[src/rtl/bp_pkg.sv]
// bp_pkg: shared constants and saturating-counter helpers for the branch predictor
package bp_pkg;

    localparam int BP_IDX_LSB = 2;

    function automatic logic [31:0] cnt_init(input int bits);
        return (32'd1 << (bits - 1)) - 32'd1;
    endfunction

    function automatic logic [31:0] sat_inc(input logic [31:0] v, input logic [31:0] max);
        return (v == max) ? v : v + 32'd1;
    endfunction

    function automatic logic [31:0] sat_dec(input logic [31:0] v);
        return (v == 32'd0) ? v : v - 32'd1;
    endfunction

endpackage

[src/rtl/sat_counter.sv]
// sat_counter: W-bit up/down counter that saturates at 0 and all-ones, with synchronous load of INIT
module sat_counter
    import bp_pkg::*;
#(
    parameter int             W    = 2,
    parameter logic [W-1:0]   INIT = '0
) (
    input  logic         clk,
    input  logic         init,
    input  logic         inc,
    input  logic         dec,
    output logic [W-1:0] q
);

    localparam logic [W-1:0] MAX = '1;

    // load the init value, otherwise step toward the saturation limits
    always_ff @(posedge clk)
        if (init) q <= INIT;
        else if (inc) q <= W'(sat_inc(32'(q), 32'(MAX)));
        else if (dec) q <= W'(sat_dec(32'(q)));

endmodule

[src/rtl/bht_predictor.sv]
// bht_predictor: bimodal/gshare table of saturating counters with resolution-time training and stats
module bht_predictor
    import bp_pkg::*;
#(
    parameter int  ENTRIES  = 16,
    parameter int  CNT_BITS = 2,
    parameter int  USE_GHR  = 0,
    parameter int  GHR_BITS = 4,
    parameter int  XLEN     = 32,
    localparam int IDX_W    = $clog2(ENTRIES)
) (
    input  logic                clk,
    input  logic                rst,
    input  logic [XLEN-1:0]     pc_if,
    output logic                pred_taken,
    output logic [IDX_W-1:0]    pred_idx,
    input  logic                upd_valid,
    input  logic                upd_stall,
    input  logic [IDX_W-1:0]    upd_idx,
    input  logic                upd_taken,
    input  logic                upd_mispred,
    output logic [GHR_BITS-1:0] ghr,
    output logic [31:0]         br_count,
    output logic [31:0]         mis_count
);

    logic                commit;
    logic [IDX_W-1:0]    hist;
    logic [CNT_BITS-1:0] cnt [ENTRIES];
    logic                unused_pc;

    assign commit     = upd_valid & ~upd_stall;
    assign hist       = (USE_GHR != 0) ? IDX_W'(ghr) : '0;
    assign pred_idx   = pc_if[BP_IDX_LSB +: IDX_W] ^ hist;
    assign pred_taken = cnt[pred_idx][CNT_BITS-1];
    assign unused_pc  = ^{pc_if[XLEN-1:BP_IDX_LSB+IDX_W], pc_if[BP_IDX_LSB-1:0]};

    // non-speculative history: shift in the resolved outcome on commit only
    always_ff @(posedge clk)
        if (rst) ghr <= '0;
        else if (commit) ghr <= GHR_BITS'({ghr, upd_taken});

    for (genvar i = 0; i < ENTRIES; i++) begin : g_cnt
        sat_counter #(
            .W    (CNT_BITS),
            .INIT (CNT_BITS'(cnt_init(CNT_BITS)))
        ) u_cnt (
            .clk  (clk),
            .init (rst),
            .inc  (commit && upd_idx == IDX_W'(i) && upd_taken),
            .dec  (commit && upd_idx == IDX_W'(i) && !upd_taken),
            .q    (cnt[i])
        );
    end

    sat_counter #(.W(32), .INIT(32'd0)) u_br (
        .clk  (clk),
        .init (rst),
        .inc  (commit),
        .dec  (1'b0),
        .q    (br_count)
    );

    sat_counter #(.W(32), .INIT(32'd0)) u_mis (
        .clk  (clk),
        .init (rst),
        .inc  (commit & upd_mispred),
        .dec  (1'b0),
        .q    (mis_count)
    );

endmodule

[config.mk]
export PLATFORM = sky130hd
export DESIGN_NAME = bht_predictor
export DESIGN_NICKNAME = d
export VERILOG_FILES = /design/src/rtl/bp_pkg.sv /design/src/rtl/sat_counter.sv /design/src/rtl/bht_predictor.sv
export SDC_FILE = /design/constraint.sdc
export NUM_CORES = 1
export LEC_CHECK = 0
export BUFFER_PORTS_ARGS = -buffer_cell sky130_fd_sc_hd__buf_2
export CORE_ASPECT_RATIO = 0.75
export CORE_MARGIN = 2
export CORE_UTILIZATION = 45
export CTS_BUF_LIST = sky130_fd_sc_hd__clkbuf_8
export DETAILED_ROUTE_END_ITERATION = 7
export HOLD_SLACK_MARGIN = 0.12
export PLACE_DENSITY = 0.71
export SLEW_MARGIN = 20
export SYNTH_ARGS = -nofsm -noshare
export SYNTH_HDL_FRONTEND = slang
export SYNTH_SLANG_ARGS = --single-unit
[constraint.sdc]
create_clock -name clk -period 2.2 [get_ports clk]
set_input_delay 0.11 -clock clk [delete_from_list [all_inputs] [get_ports clk]]
set_output_delay 0.11 -clock clk [all_outputs]
set_load 0.02 [all_outputs]
---- Word-level counts from Yosys, hierarchy flattened ----
Cells that the tools add are included.
word-level totals
  register bits after elaboration ......... 100
  bits of input ports ..................... 42
  logic and storage cells ................. 292
operators by class
  $add $sub $neg .......................... 34
  order comparisons ....................... 1
  equality and inequality tests ........... 65
  multiplexer cells ....................... 67
  bitwise operators ....................... 6
  reductions and logical operators ........ 100
operators by type and width
  kind                                                                number
  2-bit two-way mux                                                   66
  32-bit by 1-bit adder with 32-bit output, second input constant     2
  32-bit == test, second input constant                               2
  1-bit logical AND                                                   48
  3-bit AND reduction                                                 16
  2-bit by 1-bit adder with 2-bit output, second input constant       16
  2-bit == test, second input constant                                16
  4-bit == test, second input constant                                8
  2-bit zero test                                                     16
  2-bit by 1-bit != test with 1-bit output, second input constant     16
  2-bit != test, second input constant                                16
  2-bit nonzero test                                                  16
  2-bit by 1-bit subtractor with 2-bit output, second input constant  16
  4-bit by 3-bit == test with 1-bit output, second input constant     4
  2-bit binary-select mux with 4-bit select                           1
  4-bit by 2-bit == test with 1-bit output, second input constant     2
  5-bit greater-or-equal comparator, second input constant            1
  4-bit inverter with 5-bit output                                    1
  4-bit by 1-bit == test with 1-bit output, second input constant     1
  4-bit zero test                                                     1
  2-bit AND reduction                                                 2
  1-bit inverter                                                      3
  1-bit AND                                                           2
  1-bit zero test                                                     1

---- Longest topological paths before layout ----
Gate-level depths: netlist of run 1.
  word-level depth ........................ 6
  mapped depth ............................ 9
  gate-level depth less buffers ........... 6

---- Hierarchy ----
From an unflattened synthesis of run 1, not the netlist that was laid out.
second synthesis, totals
  cell total of the unflattened synthesis .. 990
  area, all modules ....................... 7807.5 µm²
by module, submodules not included
  module                             instances  cells each  area each (µm²)  seq. area each (µm²)
  sat_counter at u_br                1          383         2991.6           640.6
  sat_counter at u_mis               1          369         2837.7           640.6
  sat_counter at g_cnt[0].u_cnt ...  16         10          90.1             40.0
  bht_predictor                      1          78          536.8            80.1

---- Least setup slack after synthesis of run 1 ----
OpenSTA, ideal clock, no wires.
  path type ............................... register to register
  from .................................... register u_br.q[0]
  to ...................................... register u_br.q[26]
  setup time .............................. 70 ps
  arrival ................................. 2488 ps
  data required time ...................... 2130 ps
  slack ................................... -358 ps
  cell stages (with the launch flop) ...... 9
  path buffers ............................ 2
  clock period less this slack ............ 2558 ps
  path through ............................ dfxtp_1 -> ha_1 -> nand4_1 -> or4_1 -> buf_2 -> or4_1 -> buf_2 -> or3_1 -> a21oi_1
between the ends
  longest elaborated chain between the ends .. 3
  elaborated cells between the ends (all ways) .. 4
ends and longest elaborated chain
  what                                                                              RTL line           text
  start: declaration                                                                sat_counter.sv:12  output logic [W-1:0] q
  start signal: assignment                                                          sat_counter.sv:20  else if (inc) q <= W'(sat_inc(32'(q), 32'(MAX)));
  start signal: assignment                                                          sat_counter.sv:21  else if (dec) q <= W'(sat_dec(32'(q)));
  branches (longest 3 deep; another with 32-bit by 1-bit adder with 32-bit output)  -
Parallel ways; which one is timed is not known.
A chain may end at the register's enable or synchronous reset.

---- Worst setup path after layout of run 1 ----
Ends and elaborated chain as after synthesis.

==> results.json, run 1 <==
{
  "worst_hold_path_type": "in2reg",
  "clk_pin_slew_ps": 90,
  "combPwrFrac": 0.079,
  "synthTopCellsByArea": "dfxtp_1 39%, a21oi_1 7.4%, o21ai_0 5.8%, o31ai_1 4.1%, nand2_1 3.8%",
  "synth_edf_count": 0,
  "max_freq_ghz": 0.468,
  "reg2reg_to": "u_br.q[26]",
  "p_sw_frac": 0.244,
  "clockRootBuffer": "clkbuf_8",
  "post-route-min-period_ps": 2140,
  "fin_area_sq_mm": 0.00626,
  "grt_start_max_net_pins": 61,
  "postSynthCellCount": 645,
  "antenna_found_initial": 0,
  "ir_drop_mv": 0.384,
  "port_buffers": 86,
  "drive_gt1_frac": 0.254,
  "ys_seq_area_frac": 0.388,
  "clock_path_buffers": 2,
  "reg2reg_depth": 6,
  "clock_skew_ps": 9.08,
  "rsz0062_at_grt": "yes",
  "synth_warnings": 0,
  "crit_type": "reg2reg",
  "overflow": 0,
  "wirelength_um": 14100,
  "clkPwrFrac": 0.356,
  "clock-sinks": 100,
  "r2r_slack_ps": 60,
  "setup_slack_ps": 64.6,
  "synth_top_area_cell": "dfxtp_1",
  "core_sq_mm": 0.0111,
  "routed_via_density": 6.07,
  "die-area_sq_mm": 0.0123,
  "period_share": 0.971,
  "synth.cell_area_sq_mm": 0.00516,
  "grt.total_usage": 0.227,
  "relSlewSlack": 0.461,
  "start_util": 0.466,
  "routedWlPerCell_um": 15.7,
  "area_growth_pct": 21.4,
  "numCtsBuffers": 9,
  "drcViolationCount": 0,
  "chipHeight_um": 96.7,
  "tightest_slew_ps": 809,
  "cp-end-kind": "flip-flop",
  "drv_slew": 0,
  "ys_seq_elements": 100,
  "power.switching_mw": 0.814,
  "drt_iter0_drc": 356,
  "synth_top_area_frac": 0.388,
  "holdWs_ps": 192,
  "seq_power_share": 0.565,
  "p_per_area_mw_per_mm2": 533,
  "grt_first_pass_wirelength_um": 23300,
  "nets": 797,
  "leakage_nw": 2.35,
  "setup.worst_path.start_class": "flip-flop",
  "synthDistinctLibCells": 53,
  "vias": 5447,
  "cap_viol_max_count": 0,
  "cp-endpoint": "u_br.q[26]",
  "dp_slack_ps": -7.58,
  "setup_viol": 0,
  "antenna_left": 0,
  "status": "finished clean",
  "finalHoldViolCount": 0,
  "antenna_cells": 0,
  "synthesis.nets": 689,
  "gp_congestion": 0.833,
  "arrival_ps": 2440,
  "intPower_mw": 2.52,
  "hpwl_um": 10000,
  "cts_max_level": 3,
  "drt_pass1_iterations": 5,
  "syn_avg_cell_area_sq_um": 7.99,
  "r2r_start": "u_br.q[0]",
  "power_mw": 3.33,
  "grt_pass1_vias": 4999,
  "crit_start": "u_br.q[0]",
  "place_area_sq_mm": 0.00604,
  "clkLatencyLatePin_ps": 370,
  "rows": 33,
  "cp.required_ps": 2500,
  "die_w_um": 128,
  "worstPathMaxFanout": 6,
  "async_reset_ff_frac": 0,
  "ios": 115,
  "cts_tree": "built",
  "synth_ff_type": "dfxtp_1",
  "tns_ps": 0
}
## layout by cell type (no fill, tap or decap), types with 23 or more instances in the layout
cell / Yosys / final
dfxtp_1: 100 / 89
buf_2: 3 / 86
a21oi_1: 76 / 76
o21ai_0: 60 / 59
buf_4: 4 / 53
nand2_1: 52 / 52
nor2_1: 42 / 42
o31ai_1: 28 / 28
nand3_1: 27 / 27
or3_1: 23 / 23
## worst max-delay path, cell delays in order, from the launching register on
cell     delay (ps)
dfxtp_4         370
ha_4            130
nand4_1         120
or4_4           470
or4_4           530
or3_1           320
a21oi_1         140
## metal layers
layer	vias to the layer above	wire length, um	global-route usage
met1	2604	6560	0.310
met2	176	6570	0.365
met3	11	892	0.0542
li1	2656	-	-
met5	-	0	0
met4	0	85	0.0499
## power by group through the flow
stage	clock network, mW	logic, mW	registers (mW)
4_1_cts	1.22	0.263	1.88
2_1_floorplan	0	0.172	1.92
3_3_place_gp	0	0.248	1.92
3_5_place_dp	0	0.262	1.93
5_1_grt	1.28	0.293	1.89
6_report	1.19	0.263	1.88
## cell type report
class | instances | area, sq um
inverter | 11 | 41.3
timing repair buffer | 141 | 868
multi-input combinational | 490 | 2960
clock inverter | 4 | 42.5
tap | 140 | 175
sequential | 100 | 2020
fill | 1030 | 4810
clock buffer | 11 | 151
## sequential cells by signal, summed over array words and instances, names as in the netlist
| name | flops |
|---|---|
| g_cnt.u_cnt.q | 32 |
| u_br.q | 32 |
| u_mis.q | 32 |
| ghr | 4 |
## what timing repair did
action / in CTS / in global routing
gates cloned: 0 / 0
hold buffers: 0 / 0
gates resized for setup: 1 / 7
buffers inserted: 0 / 1
pin swaps: 0 / 0
endpoints found under the setup margin: 3 / 21
## logic make-up after synthesis
kind of cell    count (synthesis)  share of synthesized area
xor+xnor                        8                     0.0136
simple gates                  272                      0.292
fa+ha+maj                       2                    0.00485
buf+inv                        55                     0.0437
flops                         100                      0.388
compound gates                201                      0.232
mux                             7                     0.0262
## cell usage after synthesis (all sizes together), types with 5 or more instances
cell	count
nor4	14
mux4	5
or3	24
o21ai	61
or4	26
nor2	42
nor3	8
o31ai	28
and3	19
o31a	7
nand2	52
a21oi	76
or2	5
and2	12
o21a	5
o311ai	9
nand4	23
dfxtp	100
buf	9
xnor2	8
clkbuf	35
inv	11
nand3	27
## stage by stage
step,util,std cells
after floorplan,-,645
after global placement,0.546,881
after detailed placement,0.546,881
after CTS,0.564,896
after global routing,0.566,897
final,0.566,897
## worst min path at each step
stage               depth (start not counted)                    to            startpoint
floorplan                                   1           pred_idx[0]              pc_if[2]
detailed placement                          2  g_cnt[11].u_cnt.q[1]  g_cnt[11].u_cnt.q[0]
global placement                            2  g_cnt[11].u_cnt.q[1]  g_cnt[11].u_cnt.q[0]
finish                                      4   g_cnt[7].u_cnt.q[1]            upd_idx[0]
CTS                                         4   g_cnt[7].u_cnt.q[1]            upd_idx[0]
global route                                3           u_mis.q[17]                   rst
(Power assumes the default switching activity.)
==> run 2, diff against run 1 <==
- PLACE_DENSITY: 0.71 -> 0.76
==> run 2 against run 1 <==
Effect of this change:
- worst hold slack worse by 21 ps
- clock power down 11%
- clock skew down 0.87 ps
- flip-flop and latch count unchanged
- combinational power up 2%
- global-route usage up 1.0 points
- sequential power about the same
- critical endpoint is now u_br.q[28]
==> results.json, run 2 (synthesis gave the netlist of run 1 again) <==
{
  "setup_viol": 0,
  "gp_congestion": 0.825,
  "max_freq_ghz": 0.457,
  "max_stage_delay_ps": 540,
  "r2r_start": "u_br.q[0]",
  "status": "finished clean",
  "p_per_area_mw_per_mm2": 514,
  "clock_skew_ps": 8.21,
  "start_util": 0.466,
  "die_w_um": 128,
  "period_share": 0.994,
  "vias": 5520,
  "cp-end-kind": "flip-flop",
  "ios": 115,
  "crit_type": "reg2reg",
  "die-area_sq_mm": 0.0123,
  "hpwl_um": 10500,
  "power.switching_mw": 0.834,
  "arrival_ps": 2500,
  "p_sw_frac": 0.260,
  "antenna_left": 0,
  "port_buffers": 86,
  "grt_pass1_vias": 5242,
  "crit_chain": "ha_4 -> nand4_1 -> or4_4 -> or4_4 -> or3_4 -> a21oi_2",
  "antenna_found_initial": 0,
  "drcViolationCount": 0,
  "worst_hold_path_type": "in2reg",
  "wirelength_um": 14500,
  "overflow": 0,
  "largest_registers": "g_cnt.u_cnt.q: 32 flops, u_br.q: 32 flops, u_mis.q: 32 flops",
  "fin_util": 0.565,
  "clock-sinks": 100,
  "clkLatencyLatePin_ps": 380,
  "antenna_cells": 0,
  "grt_start_max_net_pins": 56,
  "cts_max_level": 3,
  "seq_power_share": 0.586,
  "ir_drop_mv": 0.281,
  "grt_first_pass_wirelength_um": 24300,
  "drv_slew": 0,
  "clk_pin_slew_ps": 100,
  "numCtsBuffers": 9,
  "setup.worst_path.start_class": "flip-flop",
  "crit_start": "u_br.q[0]",
  "routed_via_density": 6.15,
  "cts_tree": "built",
  "critPathSlowestCell": "or4_4",
  "drt_pass1_iterations": 5,
  "clock_path_buffers": 2,
  "layout_common_cells": "86 x dfxtp_1, 86 x buf_2, 74 x a21oi_1, 59 x o21ai_0",
  "drive_gt1_frac": 0.267,
  "worstPathMaxFanout": 6,
  "holdWs_ps": 171,
  "cts_hold_buf": 0,
  "filler_cell_count": 1028,
  "clockRootBuffer": "clkbuf_8",
  "grt.total_usage": 0.237,
  "path_common_cell": "or4_4",
  "core_sq_mm": 0.0111,
  "drt_iter0_drc": 483,
  "intPower_mw": 2.38,
  "finalHoldViolCount": 0,
  "area_growth_pct": 21.2,
  "cap_viol_max_count": 0,
  "hold_start": "upd_idx[0]",
  "leakage_nw": 2.33,
  "chipHeight_um": 96.7,
  "combPwrFrac": 0.084,
  "relSlewSlack": 0.481,
  "rsz0062_at_grt": "yes",
  "post-route-min-period_ps": 2190,
  "routedWlPerCell_um": 16.2,
  "dp_slack_ps": -24.4,
  "nets": 796,
  "tightest_slew_ps": 779,
  "rows": 33,
  "setup_slack_ps": 12.8,
  "clkPwrFrac": 0.330,
  "cp.required_ps": 2510
}
run 2: power groups by stage:
stage,registers [mW],clock network [mW],logic [mW]
floorplan,1.92,0,0.172
global placement,1.92,0,0.249
detailed placement,1.92,0,0.262
CTS,1.88,1.09,0.262
global route,1.89,1.16,0.297
finish,1.88,1.06,0.269
run 2: layout make-up:
type | count | area, sq um | share of cell area
tap | 140 | 175 | 0.0280
clock buffer | 10 | 138 | 0.0220
inverter | 11 | 41.3 | 0.00661
sequential | 100 | 2020 | 0.324
multi-input combinational | 490 | 3000 | 0.479
timing repair buffer | 140 | 843 | 0.135
clock inverter | 6 | 32.5 | 0.00521
run 2: timing repair:
item | CTS | global route
pin swaps | 0 | 3
buffers inserted | 0 | 5
endpoints found under the setup margin | 3 | 15
resized for setup | 1 | 19
gates cloned | 0 | 0
run 2: final timing paths:
| check | to | slack, ps | depth (start not counted) |
|---|---|---|---|
| max | u_br.q[28] | 10 | 6 |
| min | g_cnt[7].u_cnt.q[1] | 170 | 4 |
| max reg2reg | u_br.q[28] | 10 | 6 |
| min reg2reg | g_cnt[15].u_cnt.q[1] | 480 | 2 |
run 2: metrics by stage:
stage / TNS (ps) / total power, mW / cell area [sq um] / std cells
finish: 0 / 3.21 / 6250 / 897
CTS: 0 / 3.24 / 6150 / 892
global route: -135 / 3.35 / 6250 / 897
floorplan: -534 / 2.09 / 5190 / 645
detailed placement: -56.7 / 2.19 / 5980 / 876
global placement: 0 / 2.17 / 5980 / 876
run 2: critical path, delay by kind of cell (launching register included):
kind / cells / cell delay [ps]
compound gates: 1 / 140
fa+ha+maj: 1 / 130
flops: 1 / 370
simple gates: 4 / 1480
run 2: layer usage:
layer  up-vias  track usage  share of wire  wire length [um]
met3        15       0.0570          0.069               998
met4         0       0.0786          0.011               153
met1      2666        0.318           0.46              6620
li1       2648            -              -                 -
met5         -            0              0                 0
met2       191        0.377           0.46              6720
==> run 3, diff against run 2 <==
- ABC_AREA: unset -> 0
- PLACE_DENSITY: 0.76 -> 0.73
- SYNTH_HIERARCHICAL: unset -> 1
==> run 3 against run 2 <==
Effect of this change:
- the run now ends with setup timing left
- setup slack got worse by 530 ps
- clock skew up 20 ps
- worst hold slack lost 3.0 ps
- flip-flop and latch count is the same
- global-route usage up 4.8 points
- critical path depth increased by 10
- non-clock buffer count up 248
- via count increased by 69%
- clock power grew 18%
- sequential share of layout area shrank 16 points
- critical path type is now in2reg
- critical endpoint is now u_br/q[31]
==> results.json, run 3 <==
{
  "status": "complete, but fails checks",
  "violations": "setup timing",
  "period_share": 1.23,
  "seq_power_share": 0.146,
  "r2r_start": "u_br/q[0]",
  "cp-end-kind": "flip-flop",
  "rows": 41,
  "ys_seq_area_frac": 0.256,
  "synth_top_area_frac": 0.256,
  "crit_start": "upd_stall",
  "grt_pass1_vias": 8611,
  "post-route-min-period_ps": 2710,
  "setup_viol": 41,
  "arrival_ps": 3010,
  "tightest_slew_ps": 659,
  "intPower_mw": 10.0,
  "synth_most_common_cell": "nor2_1",
  "drt_pass1_iterations": 5,
  "clkLatencyLatePin_ps": 410,
  "power.switching_mw": 8.68,
  "syn_avg_cell_area_sq_um": 7.89,
  "critPathSlowestCell": "a311oi_2",
  "p_sw_frac": 0.464,
  "synthDistinctLibCells": 83,
  "path_buf_inv": 6,
  "rsz0062_at_grt": "yes",
  "fin_util": 0.716,
  "synthTopCellsByArea": "dfxtp_1 26%, ha_1 9.6%, a21oi_1 7.2%, nor2_1 6.1%, o21ai_0 3.1%",
  "antenna_left": 0,
  "async_reset_ff_frac": 0,
  "cts_tree": "built",
  "overflow": 0,
  "routedWlPerCell_um": 18.8,
  "clock-sinks": 100,
  "wirelength_um": 29500,
  "crit_type": "in2reg",
  "hold_start": "rst",
  "max_stage_delay_ps": 330,
  "postSynthCellCount": 990,
  "ir_drop_mv": 0.860,
  "area_growth_pct": 54.8,
  "max_freq_ghz": 0.369,
  "filler_cell_count": 1182,
  "largest_registers": "g_cnt.u_cnt/q: 32 flops, u_br/q: 32 flops, u_mis/q: 32 flops",
  "start_util": 0.463,
  "finalHoldViolCount": 0,
  "antenna_found_initial": 0,
  "synth.cell_area_sq_mm": 0.00781,
  "synth_commonest_cells": "126 x nor2_1, 113 x a21oi_1, 100 x dfxtp_1",
  "clockRootBuffer": "clkbuf_8",
  "port_buffers": 86,
  "core_sq_mm": 0.0169,
  "drt_iter0_drc": 1007,
  "layout_common_cells": "260 x buf_4, 119 x nor2_1, 89 x dfxtp_1, 86 x a21oi_1, 84 x buf_2",
  "drcViolationCount": 0,
  "hpwl_um": 19400,
  "synth_ff_type": "dfxtp_1",
  "setup_slack_ps": -512,
  "grt_start_max_net_pins": 38,
  "drv_slew": 0,
  "holdWs_ps": 168,
  "crit_chain": "buf_6 -> nand2b_4 -> clkinv_4 -> buf_6 -> clkinvlp_4 -> buf_12 -> buf_12 -> ha_4 -> a21o_1 -> a31o_4 -> o21ai_4 -> o311a_4 -> o211ai_1 -> a311oi_2 -> mux2i_1 -> mux2_1",
  "clock_path_buffers": 2,
  "ys_seq_elements": 100,
  "clkPwrFrac": 0.067,
  "gp_congestion": 0.949,
  "die_w_um": 156,
  "synth_warnings": 6,
  "clk_pin_slew_ps": 110,
  "numCtsBuffers": 9,
  "grt_first_pass_wirelength_um": 42900,
  "grt.total_usage": 0.285,
  "routed_via_density": 5.94,
  "antenna_cells": 0,
  "nets": 1458,
  "critPathTopFamily": "compound AO/OA/AOI/OAI gates",
  "drive_gt1_frac": 0.438,
  "relSlewSlack": 0.556,
  "setup.worst_path.start_class": "input port",
  "synth_top_area_cell": "dfxtp_1",
  "final_common_cell": "buf_4",
  "vias": 9356,
  "worstPathMaxFanout": 8,
  "clock_skew_ps": 28.5,
  "worst_hold_path_type": "in2reg",
  "leakage_nw": 5.39,
  "die-area_sq_mm": 0.0184,
  "chipHeight_um": 118,
  "cap_viol_max_count": 0,
  "cp.required_ps": 2500,
  "dp_slack_ps": -1020,
  "ios": 115,
  "cts_max_level": 3,
  "synth_edf_count": 0,
  "p_per_area_mw_per_mm2": 1550,
  "combPwrFrac": 0.787
}
[run 3: power by group through the flow]
stage                     clock (mW)  sequential, mW  combinational (mW)
after detailed placement           0            2.67                11.3
final                           1.25            2.74                14.7
after global placement             0            2.66                11.1
after floorplan                    0            3.34                5.96
after global routing            1.36            2.78                15.5
after CTS                       1.27            2.68                12.7
[run 3: layout make-up]
cell class / count / area (sq um) / share of cell area
clock buffer: 10 / 138 / 0.0114
clock inverter: 6 / 60.1 / 0.00497
inverter: 56 / 223 / 0.0184
multi-input combinational: 799 / 6450 / 0.533
sequential: 100 / 2020 / 0.167
tap: 215 / 269 / 0.0223
timing repair buffer: 388 / 2930 / 0.242
[run 3: logic make-up after synthesis]
group	after synthesis	share of synthesized area
other	1	0.000480
buffers and inverters	92	0.0503
AO/OA/AOI/OAI	312	0.275
multiplexers	27	0.0431
AND/OR/NAND/NOR	347	0.219
adder cells (fa/ha/maj)	62	0.101
XOR/XNOR	49	0.0550
flip-flops	100	0.256
[run 3: path summary, 6_finish.rpt]
check | endpoint | slack (ps) | cells past startpoint
min reg2reg | ghr[3] | 500 | 2
max reg2reg | u_br/q[30] | -490 | 10
min | u_mis/q[7] | 170 | 2
max | u_br/q[31] | -510 | 16
[run 3: per-stage QoR]
step	area [sq um]	cells	total power, mW	TNS, ps
2_1_floorplan	7930	991	9.30	-31690
3_3_place_gp	10500	1519	13.8	-27920
3_5_place_dp	10500	1519	14.0	-32130
4_1_cts	11400	1556	16.6	-8770
5_1_grt	12100	1574	19.7	-13730
6_report	12100	1574	18.7	-10960
[run 3: repair_timing]
| action | in CTS | in global routing |
|---|---|---|
| resized for setup | 99 | 130 |
| hold buffers | 1 | 0 |
| endpoints found under the hold margin | 1 | 0 |
| buffers inserted | 25 | 20 |
| endpoints found under the setup margin | 44 | 64 |
| gates cloned | 1 | 0 |
| pin swaps | 57 | 76 |
[run 3: metal layers]
layer	vias up	global-route usage	wire length [um]
met5	-	0	0
met4	0	0.0745	758
met3	73	0.0460	2100
met2	453	0.438	13400
met1	4447	0.414	13200
li1	4383	-	-
